## src/rtl/la_seqen.sv

```systemverilog
// Staged enable sequencer: ramps a thermometer-coded segment enable up one
// bit at a time (and back down in reverse), with a programmable dwell per step.
module la_seqen #(
  parameter int N    = 4,
  parameter int CW   = 8,
  parameter     PROP = "DEFAULT"
) (
  input  logic          clk,
  input  logic          reset,
  input  logic          en,
  input  logic [CW-1:0] delay,
  output logic [N-1:0]  seg_en,
  output logic          on,
  output logic          off,
  output logic          busy
);

  typedef enum logic [1:0] {
    StOff,
    StUp,
    StOn,
    StDown
  } state_t;

  state_t        state_q, state_d;
  logic [N-1:0]  seg_en_q, seg_en_d;
  logic [CW-1:0] cnt_q, cnt_d;
  logic          on_q, off_q, busy_q;

  logic atTop;
  logic atBottom;
  logic dwellDone;

  // The implementation property string carries no behaviour.
  if (PROP == "") begin : gPropEmpty
  end else begin : gPropSet
  end

  assign atTop     = &seg_en_q;
  assign atBottom  = ~|seg_en_q;
  assign dwellDone = (cnt_q == '0);

  // A step is only ever taken once the running dwell has expired, so a
  // direction change simply redirects the next step without restarting it.
  always_comb begin
    seg_en_d = seg_en_q;
    cnt_d    = cnt_q;
    if (dwellDone) begin
      if (en && !atTop) begin
        seg_en_d = (seg_en_q << 1) | N'(1);
        cnt_d    = delay;
      end else if (!en && !atBottom) begin
        seg_en_d = seg_en_q >> 1;
        cnt_d    = delay;
      end
    end else begin
      cnt_d = cnt_q - CW'(1);
    end
  end

  // A fresh request direction wins over settling when both apply in one cycle.
  always_comb begin
    state_d = state_q;
    case (state_q)
      StOff: begin
        if (en) state_d = StUp;
      end
      StUp: begin
        if (!en)                       state_d = StDown;
        else if (atTop && dwellDone)   state_d = StOn;
      end
      StOn: begin
        if (!en) state_d = StDown;
      end
      StDown: begin
        if (en)                          state_d = StUp;
        else if (atBottom && dwellDone)  state_d = StOff;
      end
      default: state_d = StOff;
    endcase
  end

  always_ff @(posedge clk) begin
    if (reset) begin
      state_q  <= StOff;
      seg_en_q <= '0;
      cnt_q    <= '0;
      on_q     <= 1'b0;
      off_q    <= 1'b1;
      busy_q   <= 1'b0;
    end else begin
      state_q  <= state_d;
      seg_en_q <= seg_en_d;
      cnt_q    <= cnt_d;
      on_q     <= (state_d == StOn);
      off_q    <= (state_d == StOff);
      busy_q   <= (state_d == StUp) || (state_d == StDown);
    end
  end

  assign seg_en = seg_en_q;
  assign on     = on_q;
  assign off    = off_q;
  assign busy   = busy_q;

endmodule

```

## config.mk

```make
export PLATFORM = sky130hd
export DESIGN_NAME = la_seqen
export DESIGN_NICKNAME = d
export VERILOG_FILES = /design/src/rtl/la_seqen.sv
export SDC_FILE = /design/constraint.sdc
export NUM_CORES = 1
export LEC_CHECK = 0
export CAP_MARGIN = 20
export CORE_UTILIZATION = 53
export CTS_CLUSTER_DIAMETER = 80
export DETAILED_ROUTE_END_ITERATION = 6
export PLACE_DENSITY = 0.82
export SKIP_LAST_GASP = 1
export SYNTH_ARGS = -nofsm -noshare
export SYNTH_HDL_FRONTEND = slang
export SYNTH_SLANG_ARGS = --single-unit
```

## constraint.sdc

```tcl
create_clock -name clk -period 4.53 [get_ports clk]
set_input_delay 0.906 -clock clk [delete_from_list [all_inputs] [get_ports clk]]
set_output_delay 0.906 -clock clk [all_outputs]
set_load 0.01 [all_outputs]
```

Yosys cells after proc, flatten, opt, wreduce, memory -nomap -nowiden
Cells that the tools add are included.

Input bits: 11. Flip-flop bits (word level): 17. Word-level logic and storage cells: 41.

$add $sub $neg: 1. Equality and inequality tests: 7. Multiplexer cells: 12. Reduce and logical (&&, ||, !) cells: 15.

Operator list (count): 8-bit 2-to-1 mux (3); 2-bit 2-to-1 mux (6); 2-bit == test, second input constant (4); 8-bit zero test (1); 4-bit 2-to-1 mux (2); 2-bit case mux with 4 select lines (1); 8-bit by 1-bit subtractor with 8-bit output, second input constant (1); 2-bit by 1-bit == test with 1-bit output, second input constant (2); 1-bit logical AND (4); 2-bit zero test (2); 4-bit AND reduction (1); 4-bit OR reduction (1); 1-bit zero test (3); 3-bit by 1-bit inequality test with 1-bit output, second input constant (1); 2-bit AND reduction (1); 2-bit nonzero test (1); 1-bit logical OR (1).

Longest topological paths before layout
Depth after elaboration: 8. Gate-level depth with buffers: 8.

Worst setup path before layout
Ideal clock, no wire load.

Kind: in2reg. From: input en. To: register seg_en_q[1], in the netlist seg_en[1]. Required time: 4.444 ns. Stages on the path: 5. Setup time: 0.086 ns. Arrival: 1.997 ns. Setup slack: 2.448 ns. Cell sequence: clkbuf_1 -> mux2i_1 -> buf_2 -> a21oi_1 -> a211oi_1.

Longest elaborated chain between the ends: 4.

RTL lines: from (decl) (RTL line 10) `input logic en,`; 1-bit zero test; 1-bit logical AND (RTL line 52) `end else if (!en && !atBottom) begin`; 2-bit nonzero test (no line); 2-bit AND reduction (no line); to (signal assigned) (RTL line 93) `seg_en_q <= seg_en_d;`; to (decl) (RTL line 26) `logic [N-1:0] seg_en_q, seg_en_d;`.

Parallel ways exist; a longest one is shown, timed or not. A chain may end at the register's enable or synchronous reset.

Final worst setup path
From: input en. To: register seg_en_q[0], in the netlist seg_en[0].

The elaborated chain is that of the path after synthesis.

==> reports/qor.yml <==
grt:
  grt_pass1_vias: 696
  wire_length_of_the_first_global_routing_pass_um: 3190
  track_usage_pct: 22.8
  grt_remaining_overflow: 0
  pin_count_of_the_biggest_net_entering_global_routing: 17
  grt_antenna_before_repair: 0
worst_setup_path:
  cp-start-kind: "input port"
  crit_required_ps: 4680
  path_class: "input port to flop"
  cp_num_buf_inv: 1
  crit_path_max_fanout: 13
  worst_path_max_delay_cell: "sky130_fd_sc_hd__mux2i_1"
  worstSetupEndpointType: "flop"
  crit_family: "multiplexers"
  setup.reg_to_reg.worst_slack_ps: 2450
  worst_ep_arrival_time_ps: 2820
  list_of_cells_traversed_by_the_critical_path: "clkdlybuf4s50_1 -> mux2i_1 -> and2_1 -> a211oi_1"
  max_stage_delay_ps: 860
pwr:
  ir_worst_vdd_v: 0.000388
  cellLeakagePower_nw: 0.386
  total_power_mw: 0.702
  power_density_nw_per_um2: 654
synth:
  postSynth.asyncResetShare_pct: 0
  yosysTopAreaCell: "sky130_fd_sc_hd__dfxtp_1"
  yosysTopAreaCellShare_pct: 35.8
  synth_seq_area_share_pct: 35.8
  postSynth.topFlopCell: "sky130_fd_sc_hd__dfxtp_1"
  synth_cells: 102
  largest_cells_by_area_after_synthesis: "sky130_fd_sc_hd__dfxtp_1 36%, sky130_fd_sc_hd__a21oi_1 7.3%, sky130_fd_sc_hd__mux2i_1 6.7%"
  synth.distinct_cells: 38
  synth_nets: 114
  postSynthAreaPerCell_um2: 8.77
  synthesis.area_um2: 895
  number_of_flops_mapped_to_enable_cells_by_yosys: 0
  yosys_warnings: 0
  synth.ff_latch_count: 16
die:
  placeableCoreArea_um2: 1540
  die_width_um: 43.1
  initial_util_pct: 58.0
  fp.dieArea_um2: 1860
  num_rows: 14
  io_pins: 18
  floorplan.die.height_um: 43.1
sta:
  final.min_clock_period_ps: 2670
  post-route-period-util_pct: 59.0
  tns_ps: 0
  setup_repair_after_global_routing_missed_its_margin: "no"
  report.final.hold_viol_count: 0
  least_margin_pin_slew_ps: 978
  finalSetupViolCount: 0
  slew_headroom_pct: 32.9
  fmax_mhz: 374
  finalClockSkew_ps: 5.94
  maxSlewViolCount: 0
cells_and_area:
  final_layout_size_suffix_gt1_share_pct: 8.62
  finish.utilization_pct: 69.6
  mostFrequentLayoutCells: "17 x sky130_fd_sc_hd__clkdlybuf4s50_1, 16 x sky130_fd_sc_hd__dfxtp_1, 13 x sky130_fd_sc_hd__a21oi_1"
  nNetsFinal: 130
  num_antenna_cells: 0
  layout.filler_cells: 137
  layout_commonest_cell: "sky130_fd_sc_hd__clkdlybuf4s50_1"
  area_delta_synth_final_pct: 19.9
  final_standard_cell_count_with_taps_included_and_fillers_excluded: 132
routing:
  drt_wl_total_um: 1920
  drtIter0Drc: 13
  detail_route.vias_per_cell: 6.18
  remaining_drc_errors: 0
  routed-via-count: 816
  antenna_left: 0
  detail_route.first_pass.iterations: 4
  avgRoutedWirePerCell_um: 14.6
place:
  placed_cells_incl_taps: 129
  count_of_buffers_inserted_at_the_top_level_ports: 17
  gp_congestion: 0.785
  dp_hpwl_um: 1370
min_path:
  worstHoldPathType: "flop to flop"
clock_tree:
  post_cts_resize_count: 0
  clock_tree_buffer_depth: 2
  tritoncts: "built"
  numClockSinks: 16
  ctsHtreeMaxLevel: 1
  post_cts_hold_buffer_count: 0
  clk-insertion-delay-late_ps: 290
  cts.repair_timing.setup_buffer_count: 0
  clk_pin_slew_ps: 90
  tritoncts.num_buffers: 3
  ctsRootBufferMaster: "sky130_fd_sc_hd__clkbuf_4"
run:
  cap_viol_max_count: 0
outcome:
  run_status: "finished, final reports clean"
-- cell usage after synthesis (3+ instances only) --
cell type / instances
sky130_fd_sc_hd__nand2_1: 3
sky130_fd_sc_hd__mux2i_1: 6
sky130_fd_sc_hd__buf_4: 3
sky130_fd_sc_hd__a211oi_1: 4
sky130_fd_sc_hd__nor2b_1: 4
sky130_fd_sc_hd__a31oi_1: 4
sky130_fd_sc_hd__dfxtp_1: 16
sky130_fd_sc_hd__a21oi_1: 13
sky130_fd_sc_hd__nand3_1: 8
sky130_fd_sc_hd__nor2_1: 6
-- per-layer routing --
metal	part of all wire (%)	GRT usage [%]	vias up
met5	0	0	-
met4	1.8	10.9	0
met3	4.4	3.83	4
met2	47	34.3	23
met1	47	31.3	379
li1	-	-	410
-- metrics by stage --
stage | instance area, µm² | hold slack, ps | setup slack (ps)
CTS | 1070 | 532 | 1860
global route | 1070 | 586 | 1680
detailed placement | 1050 | 517 | 1530
global placement | 1050 | 506 | 1600
floorplan | 895 | 517 | 2450
finish | 1070 | 532 | 1860
-- power breakdown --
group | switching (mW) | internal [mW] | total [mW]
combinational | 0.197 | 0.178 | 0.375
sequential | 0.0630 | 0.188 | 0.251
clock | 0.0447 | 0.0309 | 0.0756
total | 0.305 | 0.397 | 0.702
-- final timing paths --
check | start | to | cells past startpoint
setup / recovery | en | seg_en[0]$_SDFFE_PP0P_ | 4
hold / removal | seg_en[3]$_SDFFE_PP0P_ | seg_en[3]$_SDFFE_PP0P_ | 2
setup reg to reg | cnt_q[0]$_SDFFE_PP0P_ | seg_en[0]$_SDFFE_PP0P_ | 6
hold reg to reg | seg_en[3]$_SDFFE_PP0P_ | seg_en[3]$_SDFFE_PP0P_ | 2
-- kinds of logic after synthesis --
family	after synthesis	share of synthesized area, %
AND/OR/NAND/NOR	43	31.6
AO/OA/AOI/OAI	27	18.7
buffers and inverters	8	4.76
multiplexers	6	6.71
XOR/XNOR	1	0.979
adder cells (fa/ha/maj)	1	1.40
flip-flops	16	35.8
-- cell type report --
type | count | area (µm²) | area share, %
repair buffers | 17 | 170 | 15.9
inverters | 2 | 7.51 | 0.700
clock buffers | 3 | 22.5 | 2.10
well taps | 16 | 20.0 | 1.87
flip-flops and latches | 16 | 320 | 29.9
multi-input cells | 78 | 532 | 49.6
-- state kept, by name (all words and copies together) (netlist names) --
register and cells:
on 1, cnt_q 8, off 1, seg_en 4, busy 1, state_q 1
-- tightest hold or removal path: stages (launching register included) --
cell,delay [ps]
sky130_fd_sc_hd__dfxtp_1,370
sky130_fd_sc_hd__nand2_1,70
sky130_fd_sc_hd__a21oi_1,50
Note: power is estimated with default switching activity, not from simulation.
